$ cat config.mk
export PLATFORM = sky130hd
export DESIGN_NAME = cerr_thresh_prog_ctrl
export DESIGN_NICKNAME = d
export VERILOG_FILES = /design/src/rtl/cerr_thresh_prog_ctrl.sv
export SDC_FILE = /design/constraint.sdc
export NUM_CORES = 1
export LEC_CHECK = 0
export BUFFER_PORTS_ARGS = -buffer_cell sky130_fd_sc_hd__buf_2
export CORE_UTILIZATION = 30
export CTS_BUF_LIST = sky130_fd_sc_hd__clkbuf_16
export DETAILED_ROUTE_END_ITERATION = 10
export MAX_ROUTING_LAYER = met4
export SLEW_MARGIN = 30
export SYNTH_ARGS = -nofsm -noshare
export SYNTH_HDL_FRONTEND = slang
export SYNTH_SLANG_ARGS = --single-unit
$ cat constraint.sdc
create_clock -name bist_clk -period 1.7 [get_ports bist_clk]
set_input_delay 0.34 -clock bist_clk [delete_from_list [all_inputs] [get_ports bist_clk]]
set_output_delay 0.34 -clock bist_clk [all_outputs]
set_load 0.02 [all_outputs]
$ cat src/rtl/cerr_thresh_prog_ctrl.sv
// Correctable-error threshold programming controller.
// Two level-style requesters (software and a BIST default loader) compete for
// a single valid/ack channel toward the threshold consumer. Each grant runs one
// transfer: the chosen threshold is presented until the consumer accepts it or
// a bounded wait expires, after which the requester receives a one-cycle done
// pulse qualified by done_err. A round-robin pointer alternates grants when
// both requesters are pending.
module cerr_thresh_prog_ctrl #(
    parameter int TIMEOUT_CYCLES = 255
) (
    input  logic       bist_clk,
    input  logic       reset_n,
    input  logic       sw_req,
    input  logic [7:0] sw_threshold,
    output logic       sw_done,
    input  logic       bist_req,
    input  logic [7:0] bist_threshold,
    output logic       bist_done,
    output logic       cerr_threshold_vld,
    input  logic       cerr_threshold_ack,
    output logic [7:0] cerr_threshold,
    output logic [7:0] cur_threshold,
    output logic       done_err,
    output logic       timeout_sticky,
    input  logic       timeout_clr
);

    localparam logic [1:0] S_IDLE = 2'd0;
    localparam logic [1:0] S_BUSY = 2'd1;
    localparam logic [1:0] S_CMPL = 2'd2;

    // Requester identity encoding used by the owner and pointer registers.
    localparam logic OWNER_SW   = 1'b0;
    localparam logic OWNER_BIST = 1'b1;

    // The counter value seen during the last permitted waiting cycle; an
    // unacknowledged edge with this value is the edge at which the count
    // reaches TIMEOUT_CYCLES.
    localparam logic [7:0] TIMEOUT_LAST = 8'(TIMEOUT_CYCLES - 1);

    logic [1:0] state_reg,     state_next;
    logic       vld_reg,       vld_next;
    logic [7:0] thr_reg,       thr_next;
    logic [7:0] cur_reg,       cur_next;
    logic       sw_done_reg,   sw_done_next;
    logic       bist_done_reg, bist_done_next;
    logic       err_reg,       err_next;
    logic       sticky_reg,    sticky_next;
    logic [7:0] cnt_reg,       cnt_next;
    logic       last_reg,      last_next;
    logic       owner_reg,     owner_next;

    logic       grant_bist;
    logic       timeout_event;

    // Round-robin choice: BIST wins only if it is alone or software was the
    // most recent grant.
    always_comb begin
        grant_bist = bist_req & (~sw_req | (last_reg == OWNER_SW));
    end

    // Next-state and next-output computation for the transfer FSM.
    always_comb begin
        state_next     = state_reg;
        vld_next       = vld_reg;
        thr_next       = thr_reg;
        cur_next       = cur_reg;
        sw_done_next   = 1'b0;
        bist_done_next = 1'b0;
        err_next       = 1'b0;
        cnt_next       = cnt_reg;
        last_next      = last_reg;
        owner_next     = owner_reg;
        timeout_event  = 1'b0;

        case (state_reg)
            S_IDLE: begin
                if (sw_req || bist_req) begin
                    owner_next = grant_bist;
                    last_next  = grant_bist;
                    thr_next   = grant_bist ? bist_threshold : sw_threshold;
                    vld_next   = 1'b1;
                    cnt_next   = 8'd0;
                    state_next = S_BUSY;
                end
            end

            S_BUSY: begin
                if (cerr_threshold_ack) begin
                    // Acceptance has priority over an expiring wait.
                    vld_next       = 1'b0;
                    cur_next       = thr_reg;
                    sw_done_next   = (owner_reg == OWNER_SW);
                    bist_done_next = (owner_reg == OWNER_BIST);
                    cnt_next       = 8'd0;
                    state_next     = S_CMPL;
                end else if (cnt_reg == TIMEOUT_LAST) begin
                    vld_next       = 1'b0;
                    sw_done_next   = (owner_reg == OWNER_SW);
                    bist_done_next = (owner_reg == OWNER_BIST);
                    err_next       = 1'b1;
                    timeout_event  = 1'b1;
                    cnt_next       = 8'd0;
                    state_next     = S_CMPL;
                end else begin
                    cnt_next = cnt_reg + 8'd1;
                end
            end

            S_CMPL: begin
                // Done pulse is visible this cycle; requesters drop their
                // request before the next arbitration in IDLE.
                state_next = S_IDLE;
            end

            default: begin
                vld_next   = 1'b0;
                state_next = S_IDLE;
            end
        endcase
    end

    // Sticky timeout flag: a new timeout outranks a simultaneous clear.
    always_comb begin
        sticky_next = sticky_reg;
        if (timeout_event) begin
            sticky_next = 1'b1;
        end else if (timeout_clr) begin
            sticky_next = 1'b0;
        end
    end

    // State and output registers with asynchronous active-low reset.
    always_ff @(posedge bist_clk or negedge reset_n) begin
        if (!reset_n) begin
            state_reg     <= S_IDLE;
            vld_reg       <= 1'b0;
            thr_reg       <= 8'h00;
            cur_reg       <= 8'h00;
            sw_done_reg   <= 1'b0;
            bist_done_reg <= 1'b0;
            err_reg       <= 1'b0;
            sticky_reg    <= 1'b0;
            cnt_reg       <= 8'd0;
            last_reg      <= OWNER_BIST;
            owner_reg     <= OWNER_SW;
        end else begin
            state_reg     <= state_next;
            vld_reg       <= vld_next;
            thr_reg       <= thr_next;
            cur_reg       <= cur_next;
            sw_done_reg   <= sw_done_next;
            bist_done_reg <= bist_done_next;
            err_reg       <= err_next;
            sticky_reg    <= sticky_next;
            cnt_reg       <= cnt_next;
            last_reg      <= last_next;
            owner_reg     <= owner_next;
        end
    end

    assign cerr_threshold_vld = vld_reg;
    assign cerr_threshold     = thr_reg;
    assign cur_threshold      = cur_reg;
    assign sw_done            = sw_done_reg;
    assign bist_done          = bist_done_reg;
    assign done_err           = err_reg;
    assign timeout_sticky     = sticky_reg;

endmodule
---- After elaboration in Yosys (flattened, before gate mapping) ----
Cells that the tools add are included.
cells by class
  add/subtract/negate cells ............... 1
  equality and inequality tests ........... 5
  muxes and demuxes ....................... 24
  bitwise gates (word level) .............. 6
  reduce and logical (&&, ||, !) cells .... 9
operators with widths
  kind                   number
  $mux W8                4
  $pmux W8 S2            1
  $mux W1                14
  $add A8 B1 Y8 const B  1
  $eq A8 B8 Y1 const B   1
  $reduce_and A2 Y1      4
  $mux W2                3
  $not A1 Y1             4
  $pmux W2 S2            1
  $reduce_bool A2 Y1     2
  $ne A3 B3 Y1 const B   1
  $pmux W1 S3            1
  $reduce_and A3 Y1      1
  $eq A2 B1 Y1 const B   1
  $eq A2 B2 Y1 const B   1
  $logic_not A2 Y1       1
  $ne A2 B2 Y1 const B   1
  $and A1 B1 Y1          1
  $logic_or A1 B1 Y1     1
  $or A1 B1 Y1           1
word-level totals
  register bits ........................... 33
  input bits .............................. 22

---- Longest topological paths before layout ----
Gate-level depths: netlist of run 1.
  depth after elaboration ................. 5
  mapped depth ............................ 5

---- Worst setup path before layout of run 1 ----
Ideal clock, no wire load.
  kind .................................... reg-to-reg
  from .................................... register cnt_reg[0]
  to ...................................... register vld_reg (netlist: cerr_threshold_vld)
  library setup time ...................... 0.073 ns
  arrival time ............................ 1.261 ns
  data required time ...................... 1.627 ns
  path slack .............................. 0.366 ns
  cell stages (with the launch flop) ...... 6
  path buffers ............................ 0
  cells stage by stage .................... dfrtp_1 inv_1 ha_1 and4_4 or3_4 a21oi_2
between the ends
  cells in the longest elaborated chain, start to end .. 3
ends and longest elaborated chain
  item                                RTL line  text
  start: declaration                  49        logic [7:0] cnt_reg, cnt_next;
  start signal: assignment            156       cnt_reg <= cnt_next;
  $eq A8 B8 Y1                        97        end else if (cnt_reg == TIMEOUT_LAST) begin
  $ne A3 B3 Y1 (no source line)       --
  $reduce_and A3 Y1 (no source line)  --
  end signal: assignment              149       vld_reg <= vld_next;
  end: declaration                    42        logic vld_reg, vld_next;
Every way passes these cells.
A chain may end at the register's enable or synchronous reset.

---- Worst setup path in the final report of run 1 ----
  from .................................... register cnt_reg[0]
  to ...................................... register cnt_reg[4]
between the ends
  cells in the longest elaborated chain, start to end .. 4
  elaborated cells on any way between the ends .. 5
  classes of those cells .................. 1 x add/sub; 1 x eq/ne; 3 x mux
ends and longest elaborated chain
  item                                           RTL line  text
  $add A8 B1 Y8 or $eq A8 B8 Y1 (tied branches)  106, 97
  $mux W8 *                                      97
  $mux W8 *                                      89        if (cerr_threshold_ack) begin
  $pmux W8 S2 *                                  76        case (state_reg)
Every way passes the cells marked *; elsewhere a longest branch is shown, timed or not.

==> metrics.md, run 1 <==
| Metric | Value |
|---|---|
| Syn Inst Count | `~120` |
| Post-Syn Area | `1460 um2` |
| Pwr dens | `1710 nW/um2` |
| Final hold vios | `0` |
| Final wirelength | `2780 um` |
| Via count | `1,050` |
| CTS tree | `built` |
| Total setup buffers inserted after CTS | `0` |
| Rows | `25` |
| Post-Route Skew | `0.00356 ns` |
| Commonest non-fill, non-tap cell in the layout | `buf_2` |
| Final setup fails | `0` |
| Unique masters post-synth | `39` |
| Cell Chain, Critical Path | `inv_1 -> ha_1 -> and4_4 -> o31a_2 -> nor2_1` |
| Fin. max-slew vios | `0` |
| Outcome | `finished, final reports clean` |
| I/O pin count | `43` |
| CTS buffer count | `5` |
| Syn Area/Cell | `around 12 um2` |
| Antenna cells | `0` |
| Crit path launch type | `flip-flop` |
| Leakage | `between 0.9 and 1 nW` |
| DRT antenna net count | `0` |
| Critical Path AT | `1.63 ns` |
| CP Class | `reg -> reg` |
| Fillers | `478` |
| Highest Clock Rate | `approximately 700 MHz` |
| Initial antenna violation count | `0` |
| Grt total ovfl | `0` |
| Worst endpoint required time | `~1.9 ns` |
| Die height | `71.8 um` |
| Commonest non-fill, non-tap cells in the layout | `buf_2 (42), dfrtp_1 (32), nand2_1 (10)` |
| Fin crit share | `approximately 84%` |
| Gpl congestion | `0.750` |
| Total GRT Usage | `12.8%` |
| Hold Crit Class | `in -> async` |
| Area Overhead vs Synth | `28.7%` |
| Fin crit period | `roughly 1.4 ns` |
| CP Max Fanout | `6` |
| Sink Count | `33` |
| Share of cells above drive strength 1 | `37.2%` |
| DP Worst Slack | `0.262 ns` |
| DIE WIDTH | `approximately 72 um` |
| Clk_lat worst skew | `0.28 ns` |
| Post-synthesis sequential area ratio | `56.6%` |
| CTS Buffer Depth | `2` |
| Vias in the first global route | `1,033` |
| Htree depth | `2` |
| First-pass GRT wire length | `4800 um` |
| Final nets | `195` |
| Worst hold slack | `0.0842 ns` |
| FF+latch count, synth | `33` |
| Vias per inst | `4.65` |
| Ys flop type | `dfrtp_1` |
| Worst-Margin Slew | `0.715 ns` |
| Post-synth ARST share | `100%` |
| VDD IR-drop max | `about 0.8 mV` |
| Total of max-cap violations | `0` |
| Syn Nets | `146` |
| Clock root cell | `clkbuf_16` |
| Slowest stage cell, crit path | `dfrtp_1` |
| Worst-path clk slew | `0.05 ns` |
| Setup TNS | `0 ns` |
| Finished Layout Cells | `around 230` |
| Post-synth EDFFs | `0` |
| CTS resizes | `0` |
| Ys Warns | `0` |
| Port Buffers | `42` |
| WL/cell | `about 12 um` |
| DP Area | `~1700 um2` |
| Initial Util | `a little under a third` |
| Final worst setup slack | `0.275 ns` |
| Hold_buf cts | `0` |
| Hpwl dp | `2020 um` |
| Placed Instances | `roughly 220` |
| CP Capture Type | `flip-flop` |
| Largest net degree at the start of global routing | `34` |
| Slew headroom | `approximately 52%` |
| Design area | `1880 um2` |
| Starting DRT DRC Count | `43` |
| Slowest Stage Delay on Critical Path | `around 0.42 ns` |
| Die area | `5150 um2` |
| Core Region | `4690 um2` |
| First-pass iteration count of the detailed router | `4` |
| DR DRC count | `0` |
| RSZ-0062 raised after global routing | `false` |
==> worst max-delay path: cells and delay by family, from the launching register on <==
kind,cells,cell delay (ns)
DFF,1,0.42
AOI/OAI and AO/OA,1,0.38
and+or+nand+nor,2,0.30
adders and majority gates,1,0.20
buffers and inverters,1,0.06
==> worst paths after layout <==
kind / to / slack [ns] / start / cells past startpoint
setup / recovery: cnt_reg[4] / 0.27 / cnt_reg[0] / 5
hold / removal: state_reg[1] / 0.08 / reset_n / 2
setup reg to reg: cnt_reg[4] / 0.27 / cnt_reg[0] / 5
hold reg to reg: sw_done / 0.46 / owner_reg / 1
max in group asynchronous: last_reg / 1.29 / reset_n / 2
min in group bist_clk: done_err / 0.30 / cerr_threshold_ack / 2
==> cell usage after synthesis, types with 3 or more instances <==
cell	instances	share of area (%)
nand2_1	10	2.6
dfrtp_1	32	55
mux2i_1	8	5.5
o21ai_2	3	1.8
xnor2_1	3	1.8
o21ai_1	4	1.4
o21ai_0	6	2.1
nor2_1	9	2.3
mux2_1	8	6.2
xor2_1	3	1.8
==> layer usage <==
metal	global-route usage (%)	part of all wire, %	up-vias
li1	-	-	523
met1	15.8	48	485
met2	19.0	43	36
met3	4.50	6.2	6
met4	5.88	2.2	0
met5	-	0	-
==> power by group <==
group,internal (W),total [W],switching [W]
Combinational,0.000428,0.00111,0.000677
Clock,0.000530,0.000843,0.000313
Sequential,0.00107,0.00127,0.000201
Total,0.00203,0.00322,0.00119
==> cell type report <==
cell class                      count  area [um2]  area share, %
Clock buffer                        5         125           6.65
Inverter                            2        7.51          0.399
Sequential cell                    33         827           44.0
Timing Repair Buffer               44         225           12.0
Tap cell                           54        67.6           3.59
Clock inverter                      3        13.8          0.732
Multi-Input combinational cell     85         614           32.7
==> kinds of logic after synthesis <==
group           after synthesis  share of synthesized area [%]
fa+ha+maj                     2                           1.71
compound gates               22                           9.93
xor+xnor                      6                           3.60
simple gates                 39                           15.2
buf+inv                       4                           1.37
mux                          16                           11.6
flops                        33                           56.6
==> through the flow <==
stage | utilization, % | power, W
2_1_floorplan | - | 0.00201
3_3_place_gp | 37.1 | 0.00240
3_5_place_dp | 37.1 | 0.00240
4_1_cts | 40.1 | 0.00326
5_1_grt | 40.1 | 0.00344
6_report | 40.1 | 0.00322
(Power assumes the default switching activity.)
==> run 2, diff against run 1 <==
==> constraint.sdc (replaced) <==
create_clock -name bist_clk -period 1.5 [get_ports bist_clk]
set_input_delay 0.3 -clock bist_clk [delete_from_list [all_inputs] [get_ports bist_clk]]
set_output_delay 0.3 -clock bist_clk [all_outputs]
set_load 0.02 [all_outputs]
==> metrics.md, run 2 (synthesized netlist as in run 1, its figures left out) <==
| Metric | Value |
|---|---|
| DRT antenna net count | `0 (unchanged)` |
| Final wirelength | `2920 um (+5.0%)` |
| CP Class | `reg -> reg` |
| CP Max Fanout | `5 (-1)` |
| Fillers | `463 (-3.1%)` |
| Total GRT Usage | `13.1% (+0.30 points)` |
| Pwr dens | `1930 nW/um2 (+13%)` |
| Final worst setup slack | `0.117 ns (-0.158 ns)` |
| Clk_lat worst skew | `0.27 ns (about the same)` |
| Storage cell area | `827 um2 (unchanged)` |
| Sink Count | `33 (unchanged)` |
| Fin. max-slew vios | `0 (unchanged)` |
| DP Worst Slack | `0.124 ns (-0.138 ns)` |
| Port Buffers | `42 (unchanged)` |
| CTS tree | `built` |
| Via count | `1,083 (+3.1%)` |
| Final nets | `199 (+2.1%)` |
| Vias per inst | `4.71 (+1.3%)` |
| Antenna cells | `0 (unchanged)` |
| Largest net degree at the start of global routing | `21 (-38%)` |
| WL/cell | `12.7 um (+3.2%)` |
| DP Area | `1760 um2 (+1.3%)` |
| VDD IR-drop max | `0.822 mV (+2.6%)` |
| Hold Crit Class | `in -> reg` |
| Slew headroom | `69.6% (+17 points)` |
| CP Capture Type | `flip-flop` |
| Starting DRT DRC Count | `35 (-19%)` |
| Worst hold slack | `0.278 ns (+0.193 ns)` |
| Worst-path clk slew | `0.05 ns (about the same)` |
| CTS Buffer Depth | `2 (unchanged)` |
| Design area | `1920 um2 (+1.9%)` |
| Core Region | `4690 um2 (unchanged)` |
| Crit path launch type | `flip-flop` |
| Grt total ovfl | `0 (unchanged)` |
| Commonest non-fill, non-tap cell in the layout | `buf_2` |
| Rows | `25 (unchanged)` |
| Outcome | `finished, final reports clean` |
| First-pass GRT wire length | `5010 um (+4.3%)` |
| Fin crit period | `1.38 ns (-0.0422 ns)` |
| Fin crit share | `92.2% (+8.4 points)` |
| Setup TNS | `0 ns (unchanged)` |
| Total of max-cap violations | `0 (unchanged)` |
| Die area | `5150 um2 (unchanged)` |
| GR Util met3 | `3.94% (-0.56 points)` |
| RSZ-0062 raised after global routing | `false` |
| Top cell by count, worst path | `and4_4` |
| R2r setup slk | `0.12 ns (-0.16 ns)` |
| Critical Path AT | `1.59 ns (-0.04 ns)` |
| Worst endpoint required time | `1.71 ns (-0.19 ns)` |
| Area Overhead vs Synth | `31.2%` |
| Worst-Margin Slew | `0.456 ns (-0.259 ns)` |
| First-pass iteration count of the detailed router | `4 (unchanged)` |
| Gpl congestion | `0.759 (+1.2%)` |
| Initial antenna violation count | `0 (unchanged)` |
| Total setup buffers inserted after CTS | `0 (unchanged)` |
| Met1 Use GR | `16.7% (+0.95 points)` |
| Met2 Usage GRT | `19.9% (+0.94 points)` |
| Htree depth | `2 (unchanged)` |
| DR DRC count | `0 (unchanged)` |
| Initial Util | `31.1% (unchanged)` |
| Top Usage Layer GRT | `met2` |
| Fin util | `40.9% (+0.77 points)` |
| Clock root cell | `clkbuf_16` |
| CTS buffer count | `5 (unchanged)` |
| DIE WIDTH | `71.8 um (unchanged)` |
| Slowest stage cell, crit path | `dfrtp_1` |
| Post-Route Skew | `0.00142 ns (-0.00214 ns)` |
| Share of cells above drive strength 1 | `37.5% (+0.29 points)` |
| Vias in the first global route | `1,084 (+4.9%)` |
| Leakage | `0.954 nW (+1.5%)` |
| Cell Chain, Critical Path | `and4_4 -> and4_4 -> or3_4 -> a21oi_2` |
| Commonest non-fill, non-tap cells in the layout | `buf_2 (42), dfrtp_1 (32), nand2_1 (10)` |
| Slowest Stage Delay on Critical Path | `0.41 ns (about the same)` |
| Final hold vios | `0 (unchanged)` |
| Highest Clock Rate | `723 MHz (+3.1%)` |
| Die height | `71.8 um (unchanged)` |
| Final setup fails | `0 (unchanged)` |
| Hpwl dp | `2220 um (+10%)` |
| I/O pin count | `43 (unchanged)` |
| Multi-input gate area | `619 um2 (+0.81%)` |
## run 2: cell count changes in the layout (fill, tap and decap cells not counted)
| cell | before | now |
|---|---|---|
| clkinv_1 | 0 | 2 |
| dlygate4sd3_1 | 0 | 1 |
| nor2_2 | 1 | 0 |
| clkinv_2 | 2 | 1 |
| inv_1 | 3 | 2 |
| buf_4 | 2 | 5 |
| nor2_4 | 0 | 1 |
## run 2: path summary, 6_finish.rpt
check | start | end | cells past startpoint
worst max-delay path | cnt_reg[2] | cerr_threshold_vld | 4
worst min-delay path | cerr_threshold_ack | done_err | 2
worst max register to register | cnt_reg[2] | cerr_threshold_vld | 4
worst min register to register | owner_reg | sw_done | 1
max in group asynchronous | reset_n | cur_threshold[4] | 3
min in group asynchronous | reset_n | sw_done | 2
## run 2: cell type report
type | count | area share, %
Clock buffer | 5 | 6.53
Clock inverter | 3 | 0.653
Inverter | 2 | 0.392
Multi-Input combinational cell | 85 | 32.3
Sequential cell | 33 | 43.1
Tap cell | 54 | 3.52
Timing Repair Buffer | 48 | 13.4
## run 2: repair_timing
action	CTS	global route
setup endpoints to repair	0	1
hold buffers	1	0
hold endpoints to repair	17	0
resized for setup	0	1
## run 2: critical path, delay by kind of cell (launching register included)
family          cells  cell delay, ns
compound gates      1            0.14
flops               1            0.41
simple gates        3            0.77
## run 2: per-layer routing
layer  share of wire (%)  up-vias
met2                  45       37
met5                   0        -
met4                 1.7        0
li1                    -      529
met1                  48      510
met3                 5.3        7
## run 2: report_power, final
group | leakage [nW] | internal [W] | total [W] | switching, W
Sequential | 0.424 | 0.00121 | 0.00143 | 0.000218
Combinational | 0.462 | 0.000526 | 0.00131 | 0.000785
Clock | 0.0687 | 0.000599 | 0.000951 | 0.000352
Total | 0.954 | 0.00234 | 0.00369 | 0.00136
## run 2: per-stage QoR
stage               instances  total power [W]
global route              230          0.00396
global placement          221          0.00275
finish                    230          0.00369
CTS                       230          0.00374
floorplan                 122          0.00228
detailed placement        221          0.00276
==> run 3, diff against run 2 <==
--- a/config.mk
+++ b/config.mk
@@ -6,10 +6,15 @@
 export NUM_CORES = 1
 export LEC_CHECK = 0
 export BUFFER_PORTS_ARGS = -buffer_cell sky130_fd_sc_hd__buf_2
+export CELL_PAD_IN_SITES_DETAIL_PLACEMENT = 0
+export CELL_PAD_IN_SITES_GLOBAL_PLACEMENT = 1
 export CORE_UTILIZATION = 30
 export CTS_BUF_LIST = sky130_fd_sc_hd__clkbuf_16
 export DETAILED_ROUTE_END_ITERATION = 10
+export GPL_ROUTABILITY_DRIVEN = 0
 export MAX_ROUTING_LAYER = met4
+export PLACE_DENSITY_LB_ADDON = 0.1
+export SKIP_LAST_GASP = 1
 export SLEW_MARGIN = 30
 export SYNTH_ARGS = -nofsm -noshare
 export SYNTH_HDL_FRONTEND = slang
==> metrics.md, run 3 (synthesized netlist as in run 1, its figures left out) <==
| Metric | Value |
|---|---|
| Outcome | `finished, final reports clean` |
| Vias per inst | `4.64 (-1.4%)` |
| Commonest non-fill, non-tap cell in the layout | `buf_2` |
| R2r setup slk | `0.10 ns (-0.02 ns)` |
| Port Buffers | `42 (unchanged)` |
| Worst-Margin Slew | `0.633 ns (+0.177 ns)` |
| Fin crit share | `93.2% (+1.0 points)` |
| Crit path launch type | `flip-flop` |
| CTS buffer count | `5 (unchanged)` |
| Share of cells above drive strength 1 | `40.2% (+2.7 points)` |
| Via count | `1,082 (-0.092%)` |
| Design area | `1950 um2 (+1.9%)` |
| Total setup buffers inserted after CTS | `0 (unchanged)` |
| CTS Buffer Depth | `2 (unchanged)` |
| Initial Util | `31.1% (unchanged)` |
| DP Area | `1800 um2 (+2.0%)` |
| Hold Crit Class | `in -> reg` |
| CP Capture Type | `flip-flop` |
| Total of max-cap violations | `0 (unchanged)` |
| Slowest stage cell, crit path | `dfrtp_1` |
| Worst reg-to-reg path cell count | `4 (unchanged)` |
| Top Family by Delay on Critical Path | `simple AND/OR/NAND/NOR gates` |
| Fin crit period | `1.40 ns (+0.0153 ns)` |
| Highest Clock Rate | `715 MHz (-1.1%)` |
| Hpwl dp | `2240 um (+1.0%)` |
| Setup TNS | `0 ns (unchanged)` |
| CP Class | `reg -> reg` |
| Slowest Stage Delay on Critical Path | `0.42 ns (about the same)` |
| CTS tree | `built` |
| Initial antenna violation count | `0 (unchanged)` |
| Cell Chain, Critical Path | `and4_4 -> and4_4 -> or3_4 -> a21oi_2` |
| Combinational share of power | `35.9% (+0.4 points)` |
| Area Overhead vs Synth | `33.6%` |
| Clk pwr share | `25.9% (about the same)` |
| DR DRC count | `0 (unchanged)` |
| VDD IR-drop max | `0.871 mV (+5.9%)` |
| Seq pwr share | `38.2% (-0.5 points)` |
| Pwr dens | `1900 nW/um2 (-1.2%)` |
| Slew headroom | `57.8% (-12 points)` |
| Net load switching power | `0.00135 W (-0.42%)` |
| Final nets | `202 (+1.5%)` |
| Leakage | `0.972 nW (+1.9%)` |
| WL/cell | `12.8 um (+0.68%)` |
| Commonest non-fill, non-tap cells in the layout | `buf_2 (42), dfrtp_1 (31), nand2_1 (10)` |
| Die area | `5150 um2 (unchanged)` |
| Total GRT Usage | `14.1% (+0.96 points)` |
| Die height | `71.8 um (unchanged)` |
| Sink Count | `33 (unchanged)` |
| Clock root cell | `clkbuf_16` |
| Hold path endpoint | `done_err` |
| Top cell by count, worst path | `and4_4` |
| DIE WIDTH | `71.8 um (unchanged)` |
| Sw frac | `36.3% (-0.41 points)` |
| Internal power | `0.00237 W (+1.4%)` |
| Grt total ovfl | `0 (unchanged)` |
| Final hold vios | `0 (unchanged)` |
| Worst endpoint required time | `1.71 ns (about the same)` |
| Rows | `25 (unchanged)` |
| R2r startpoint | `cnt_reg[2]` |
| DRT antenna net count | `0 (unchanged)` |
| Final wirelength | `2980 um (+2.0%)` |
| Core Region | `4690 um2 (unchanged)` |
| Largest net degree at the start of global routing | `19 (-9.5%)` |
| Worst Hold Launch | `cerr_threshold_ack` |
| First-pass iteration count of the detailed router | `4 (unchanged)` |
| Starting DRT DRC Count | `31 (-11%)` |
| Htree depth | `2 (unchanged)` |
| RR Endpoint | `cerr_threshold_vld` |
| I/O pin count | `43 (unchanged)` |
| Critical Path AT | `1.60 ns (about the same)` |
| Hold path depth | `2 (unchanged)` |
| Fin. max-slew vios | `0 (unchanged)` |
| Final setup fails | `0 (unchanged)` |
| Vias in the first global route | `1,145 (+5.6%)` |
| RSZ-0062 raised after global routing | `false` |
| Buf/Inv on CP | `0 (unchanged)` |
| Clk_lat worst skew | `0.27 ns (about the same)` |
| CP Max Fanout | `5 (unchanged)` |
| First-pass GRT wire length | `5260 um (+5.0%)` |
| Worst-path clk slew | `0.05 ns (about the same)` |
| Antenna cells | `0 (unchanged)` |
| Post-Route Skew | `0.00269 ns (+0.00127 ns)` |
## run 3: cell count changes in the layout (fill, tap and decap cells not counted)
cell / before / now
buf_4: 5 / 7
nor2_2: 0 / 1
dfrtp_1: 32 / 31
buf_12: 0 / 1
clkinv_2: 1 / 2
clkinv_1: 2 / 0
clkinvlp_4: 0 / 1
nor2_4: 1 / 0
dfrtp_2: 0 / 1
## run 3: power by group through the flow
| stage | clock network [W] | logic [W] | registers [W] |
|---|---|---|---|
| 2_1_floorplan | 0 | 0.000572 | 0.00171 |
| 3_3_place_gp | 0 | 0.00135 | 0.00143 |
| 3_5_place_dp | 0 | 0.00137 | 0.00144 |
| 4_1_cts | 0.00101 | 0.00137 | 0.00143 |
| 5_1_grt | 0.00104 | 0.00148 | 0.00148 |
| 6_report | 0.000962 | 0.00134 | 0.00142 |
## run 3: stage by stage
step	instances	total power (W)	hold WS, ns	util, %	setup WS [ns]
floorplan	122	0.00228	0.00441	-	0.166
global placement	224	0.00278	0.256	38.3	0.0793
detailed placement	224	0.00280	0.248	38.3	0.0607
CTS	233	0.00380	0.272	41.6	0.0825
global route	233	0.00400	0.300	41.6	0.0431
finish	233	0.00372	0.285	41.6	0.102
## run 3: worst register-to-register path: cells and delay by family (launching register included)
kind | cells | cell delay [ns]
AOI/OAI and AO/OA | 1 | 0.14
DFF | 1 | 0.42
and+or+nand+nor | 3 | 0.77
## run 3: metal layers
layer	vias to the layer above	GRT usage, %	part of all wire, %
met5	-	-	0
met4	0	6.54	1.6
met3	5	4.78	5.3
met2	30	21.4	49
met1	510	16.9	44
li1	537	-	-
## run 3: layout make-up
| class | instances | area [um2] |
|---|---|---|
| clock buffer | 5 | 125 |
| clock inverter | 3 | 17.5 |
| fill | 475 | 2740 |
| inverter | 2 | 7.51 |
| multi-input combinational | 85 | 614 |
| sequential | 33 | 828 |
| tap | 54 | 67.6 |
| timing repair buffer | 51 | 293 |
## run 3: how the worst max path moves through the flow
| stage | from | to | cells past startpoint |
|---|---|---|---|
| floorplan | cnt_reg[0] | cerr_threshold_vld | 5 |
| global placement | sw_req | cerr_threshold[4] | 6 |
| detailed placement | sw_req | cerr_threshold[6] | 6 |
| CTS | state_reg[0] | cur_threshold[3] | 3 |
| global route | cnt_reg[2] | cnt_reg[6] | 4 |
| finish | cnt_reg[2] | cerr_threshold_vld | 4 |
## run 3: what timing repair did
| item | in CTS | in global routing |
|---|---|---|
| hold buffers | 1 | 0 |
| setup endpoints to repair | 0 | 1 |
| hold endpoints to repair | 14 | 0 |
| resized for setup | 0 | 1 |
